<file path="src/rtl/strb_gen_pkg.sv">
// Shared definitions for the multi-channel strobe generator (strb_gen_mc).
package strb_gen_pkg;

  localparam int unsigned STRB_BW_DEF     = 8;
  localparam int unsigned STRB_NCH_DEF    = 4;
  localparam int unsigned STRB_PRE_BW_DEF = 4;

  typedef enum logic {
    ST_IDLE = 1'b0,
    ST_RUN  = 1'b1
  } os_state_e;

endpackage

</file>
<file path="src/rtl/strb_channel.sv">
// One strobe channel: tick-driven counter with continuous or one-shot operation.
module strb_channel
  import strb_gen_pkg::*;
#(
  parameter int unsigned BW = STRB_BW_DEF
) (
  input  logic          clk_i,
  input  logic          rst_i,
  input  logic          tick_i,
  input  logic          clr_i,
  input  logic          en_i,
  input  logic          oneshot_i,
  input  logic          trig_i,
  input  logic [BW-1:0] period_i,
  output logic          strb_o,
  output logic          busy_o
);

  os_state_e     state_q, state_d;
  logic [BW-1:0] cnt_q, cnt_d;
  logic          strb_q, strb_d;
  logic          busy_q, busy_d;
  logic          wrap;

  assign wrap = (cnt_q >= period_i);

  always_comb begin
    state_d = state_q;
    cnt_d   = cnt_q;
    strb_d  = 1'b0;
    busy_d  = busy_q;
    if (!en_i) begin
      state_d = ST_IDLE;
      cnt_d   = '0;
      busy_d  = 1'b0;
    end else if (clr_i) begin
      state_d = ST_IDLE;
      cnt_d   = '0;
      busy_d  = !oneshot_i;
    end else if (!oneshot_i) begin
      // Continuous mode parks the FSM in IDLE; the count itself carries over.
      state_d = ST_IDLE;
      busy_d  = 1'b1;
      if (tick_i) begin
        if (wrap) begin
          cnt_d  = '0;
          strb_d = |period_i;
        end else begin
          cnt_d = cnt_q + BW'(1);
        end
      end
    end else begin
      case (state_q)
        ST_IDLE: begin
          busy_d = 1'b0;
          if (trig_i) begin
            state_d = ST_RUN;
            cnt_d   = '0;
            busy_d  = 1'b1;
          end
        end
        ST_RUN: begin
          busy_d = 1'b1;
          if (tick_i) begin
            if (wrap) begin
              cnt_d   = '0;
              strb_d  = |period_i;
              state_d = ST_IDLE;
              busy_d  = 1'b0;
            end else begin
              cnt_d = cnt_q + BW'(1);
            end
          end
        end
        default: state_d = ST_IDLE;
      endcase
    end
  end

  always_ff @(posedge clk_i or posedge rst_i) begin
    if (rst_i) begin
      state_q <= ST_IDLE;
      cnt_q   <= '0;
      strb_q  <= 1'b0;
      busy_q  <= 1'b0;
    end else begin
      state_q <= state_d;
      cnt_q   <= cnt_d;
      strb_q  <= strb_d;
      busy_q  <= busy_d;
    end
  end

  assign strb_o = strb_q;
  assign busy_o = busy_q;

endmodule

</file>
<file path="src/rtl/strb_gen_mc.sv">
// Multi-channel strobe generator: shared prescaler tick feeding NCH channels.
// Define STRB_GEN_SYNC_EN to add sync_i, a synchronous phase-alignment clear.
module strb_gen_mc
  import strb_gen_pkg::*;
#(
  parameter int unsigned BW     = STRB_BW_DEF,
  parameter int unsigned NCH    = STRB_NCH_DEF,
  parameter int unsigned PRE_BW = STRB_PRE_BW_DEF
) (
  input  logic              clk_i,
  input  logic              rst_i,
`ifdef STRB_GEN_SYNC_EN
  input  logic              sync_i,
`endif
  input  logic [PRE_BW-1:0] prescale_i,
  input  logic [NCH-1:0]    en_i,
  input  logic [NCH-1:0]    oneshot_i,
  input  logic [NCH-1:0]    trig_i,
  input  logic [NCH*BW-1:0] period_i,
  output logic [NCH-1:0]    strb_o,
  output logic [NCH-1:0]    busy_o
);

  logic              clr;
  logic              tick;
  logic [PRE_BW-1:0] pre_q, pre_d;

`ifdef STRB_GEN_SYNC_EN
  assign clr = sync_i;
`else
  assign clr = 1'b0;
`endif

  // >= rather than == so a prescale lowered below the count wraps at once.
  always_comb begin
    tick  = (pre_q >= prescale_i);
    pre_d = (clr || tick) ? '0 : pre_q + PRE_BW'(1);
  end

  always_ff @(posedge clk_i or posedge rst_i) begin
    if (rst_i) pre_q <= '0;
    else       pre_q <= pre_d;
  end

  for (genvar k = 0; k < NCH; k++) begin : g_ch
    strb_channel #(
      .BW(BW)
    ) u_ch (
      .clk_i     (clk_i),
      .rst_i     (rst_i),
      .tick_i    (tick),
      .clr_i     (clr),
      .en_i      (en_i[k]),
      .oneshot_i (oneshot_i[k]),
      .trig_i    (trig_i[k]),
      .period_i  (period_i[k*BW +: BW]),
      .strb_o    (strb_o[k]),
      .busy_o    (busy_o[k])
    );
  end

endmodule

</file>
<file path="config.mk">
export PLATFORM = sky130hd
export DESIGN_NAME = strb_gen_mc
export DESIGN_NICKNAME = d
export VERILOG_FILES = /design/src/rtl/strb_gen_pkg.sv /design/src/rtl/strb_channel.sv /design/src/rtl/strb_gen_mc.sv
export SDC_FILE = /design/constraint.sdc
export NUM_CORES = 1
export LEC_CHECK = 0
export ABC_CLOCK_PERIOD_IN_PS = 5760
export CAP_MARGIN = 40
export CORE_MARGIN = 2
export CORE_UTILIZATION = 58
export DETAILED_ROUTE_END_ITERATION = 6
export PLACE_DENSITY_LB_ADDON = 0.25
export SYNTH_ARGS = -nofsm -noshare
export SYNTH_HDL_FRONTEND = slang
export SYNTH_SLANG_ARGS = --single-unit
</file>
<file path="constraint.sdc">
create_clock -name clk_i -period 5.76 [get_ports clk_i]
set_clock_uncertainty 0.2 [all_clocks]
set_input_delay 1.44 -clock clk_i [delete_from_list [all_inputs] [get_ports clk_i]]
set_output_delay 1.44 -clock clk_i [all_outputs]
set_load 0.01 [all_outputs]
</file>
==> results by stage <==
Yosys:
- The synthesized design devotes to its leading area cell type 34.6% of total area.
- The synthesized area is 0.00347 mm².
- The most common flop cell mapped by yosys is dfrtp_1.
- dfrtp_1 is the most common cell in the netlist.
- In the synthesized netlist the async set-or-reset flop fraction comes to 100%.
- In this run, synthesis inferred 0 flip-flops with an integrated enable.
- The register bit total from synthesis is 48.
- Synthesis produced a netlist whose cell count is 393.
- The post-synth net total is 484.
- The share of the yosys chip area belonging to registers is 34.6%.
- Synthesis instantiated 48 different standard cells from the library.
- After synthesis, the mean cell area works out to 8.84 µm².
- In the post-synthesis netlist, the biggest area contributors are dfrtp_1 (35%), ha_1 (15%), inv_1 (4.8%).
- The cell type contributing the most total cell area after synthesis is dfrtp_1.
- The number of warnings reported in the yosys synthesis log is 0.
- The commonest cells after synthesis are dfrtp_1 (48), inv_1 (44), ha_1 (41).

Power:
- The worst IR drop on VDD is 167 µV.
- The design internal power is 0.000590 W.
- The static leakage power is 2.10 nW.
- The total power density per cell area is 218 mW/mm².
- The share of total power dissipated in sequential elements is 42.9%.
- Of the total power, the share spent switching nets is 34.9%.
- The design draws 0.000906 W.
- Summed over all nets, the switching power comes to 0.000316 W.
- The part of the power in combinational logic is 33.8%.
- The clock network burns 23.3% of the power.

Placement:
- The detailed placement HPWL is 5980 µm.
- The instance count after placement with tap cells included is 512.
- The placer congestion estimate is 0.821.
- The count of buffers added on input and output ports is 57.

Layout:
- The share of the core filled with cells in the final layout is 70.9%.
- The proportion of layout cells with a drive suffix above 1 is 5.84%.
- The final antenna diode count is 0.
- The final net count is 535.
- The final-layout fill cell count is 484.
- Compared with the post-synthesis result, the final layout area differs by 19.4%.
- The finished layout holds 520 standard cells, fillers aside.

GRT:
- The most used routing layer is met2.
- The met1 usage in global routing is 31.6%.
- The number of global-route vias before repair is 2997.
- In the global route stage, met3 resource usage came out at 4.00%.
- The pin count of the biggest net entering global routing is 38.
- The total routing resource utilization after global routing is 25.4%.
- The global-route wire length before repair is 13100 µm.
- The met2 routing resource usage after global routing is 45.3%.
- The initial antenna violation count is 0.
- Summed over all layers, the global routing overflow is 0.

Route:
- In the routed design, unresolved DRC markers number 0.
- Using the TritonRoute via totals, the vias-per-cell ratio works out to 6.03.
- The average wire length per cell after detail routing is 14.9 µm.
- For this run, the detailed router's first-pass iteration total came to 4.
- For this block, the routed nets add up to 7730 µm of wire.
- The initial DRC count is 212.
- The total number of vias is 3137.
- The number of nets with antenna violations after detailed routing is 0.

Clocking:
- The root buffer cell chosen for the clock tree is clkbuf_8.
- The number of clock buffers added by TritonCTS is 5.
- The number of gates resized after CTS was 0.
- The number of hold-repair buffers added at the cts stage is 0.
- The H-tree was split into 2 levels.
- The buffer count from post-CTS setup fixing is 0.
- The later-pin clock latency in the skew report is 0.30 ns.
- Clock tree synthesis found a total of 48 sinks.
- The worst-case clock buffer depth is 2.
- The TritonCTS clock tree is done.
- Clock-pin slew was measured on the worst setup and hold paths at 0.09 ns.

Critical path:
- The type of the worst setup path is in2reg.
- The arrival time reported for the critical path endpoint is 3.95 ns.
- The startpoint type of the worst setup path is an input port.
- The peak fanout along the critical path is 26.
- The endpoint required time on the critical path is 5.79 ns.
- The kind of end point of the critical path is a flip-flop.

STA:
- Setup violations remaining at the end of the flow were counted as 0.
- The number of slew-limit violations in the final report is 0.
- Derived from the worst setup path, the maximum achievable clock frequency is 255 MHz.
- The number of failing hold endpoints at the final stage was 0.
- The portion of the clock cycle consumed by the worst path in the final layout is 68.1%.
- The pin slew with the least headroom to its limit is 0.801 ns.
- The post-route worst hold slack is 0.304 ns.
- Setup total negative slack on the finished layout was measured at 0 ns.
- In this run the tightest slew margin relative to its limit is 46.1%.
- The worst path in the final design needs a cycle of 3.92 ns, including I/O delays and setup.
- Setup repair after global routing left no endpoint under its margin.

Floorplan:
- In this run the core area contains 28 standard-cell rows.
- In this run the horizontal extent of the chip is 81.4 µm.
- During I/O placement, the number of pins put on the boundary was 58.
- The effective utilization at floorplan is 59.4%.
- The core region is 0.00585 mm².
- The die height is 81.4 µm.
- The area enclosed by the die boundary is 0.00663 mm².

Job:
- The total of max-cap violations is 0.

Status:
- The flow ran to the end, and the final reports show no timing, DRC or antenna violations.

Min path:
- The path class of the tightest hold or removal check is reg2reg.
==> layer usage <==
metal | up-vias | part of all wire, % | wire length [µm]
met5 | - | 0 | 0
met3 | 13 | 4.2 | 322
met4 | 0 | 1.6 | 121
met2 | 84 | 52 | 3980
met1 | 1507 | 43 | 3300
li1 | 1533 | - | -
==> through the flow <==
step | worst slack [ns] | area [µm²]
floorplan | 2.48 | 3470
global placement | 1.59 | 4040
detailed placement | 1.51 | 4060
CTS | 1.84 | 4150
global route | 1.65 | 4150
finish | 1.84 | 4150
==> power groups by stage <==
stage | clock (W) | combinational [W] | sequential [W]
global route | 0.000232 | 0.000344 | 0.000393
finish | 0.000211 | 0.000306 | 0.000389
detailed placement | 0 | 0.000305 | 0.000395
global placement | 0 | 0.000288 | 0.000394
CTS | 0.000216 | 0.000307 | 0.000388
floorplan | 0 | 0.000233 | 0.000388
==> registers in the layout (all words and copies together) (netlist names) <==
register           cells
g_ch.u_ch.state_q      4
g_ch.u_ch.strb_o       4
pre_q                  4
g_ch.u_ch.busy_o       4
g_ch.u_ch.cnt_q       32
==> path summary, 6_finish.rpt <==
check | cells past startpoint | slack [ns] | end | start
worst max-delay path | 8 | 1.84 | g_ch[3].u_ch.cnt_q[4]$_DFFE_PP0P_ | prescale_i[0]
worst min-delay path | 1 | 0.30 | pre_q[0]$_DFF_PP0_ | pre_q[0]$_DFF_PP0_
worst max register to register | 8 | 2.97 | g_ch[3].u_ch.cnt_q[4]$_DFFE_PP0P_ | pre_q[0]$_DFF_PP0_
worst min register to register | 1 | 0.30 | pre_q[0]$_DFF_PP0_ | pre_q[0]$_DFF_PP0_
max in group asynchronous | 3 | 3.68 | g_ch[0].u_ch.strb_o$_DFF_PP0_ | rst_i
min in group asynchronous | 2 | 1.19 | g_ch[1].u_ch.cnt_q[3]$_DFFE_PP0P_ | rst_i
==> layout by cell type, fill, tap and decap left out, drive strengths merged, types with 4 or more instances in the layout <==
cell and n:
a211o 8, a21boi 4, a21o 11, a21oi 17, a22o 5, a22oi 4, a31oi 23, and3 15
clkbuf 6, clkdlybuf4s50 57, dfrtp 48, ha 41, inv 44, nand2 35, nand2b 6, nand3 7
nand4 10, nor2 19, nor3 11, nor4 8, o21a 5, o21ai 28, o31ai 5, or3 5
==> layout make-up <==
type	count	area (µm²)	area share, %
multi-input cells	286	2000	48.2
clock inverters	2	10.0	0.241
flip-flops and latches	48	1200	28.9
well taps	75	93.8	2.26
clock buffers	6	82.6	1.99
inverters	44	165	3.98
repair buffers	59	598	14.4
==> critical path: stages <==
cell	delay (ns)
clkdlybuf4s50_1	0.42
ha_1	0.29
nand2b_4	0.15
a2111oi_4	0.44
nor2_4	0.19
a21oi_1	0.62
o21ai_0	0.19
a31oi_1	0.19
==> logic make-up after synthesis <==
kind of cell	after synthesis	share of synthesized area, %
muxes	2	0.648
DFF	48	34.6
xor gates and xnor gates	2	0.504
buffers and inverters	59	8.10
AOI/OAI and AO/OA	116	22.8
adders and majority gates	41	14.8
and+or+nand+nor	125	18.7
Power figures use the tool's default switching activity.
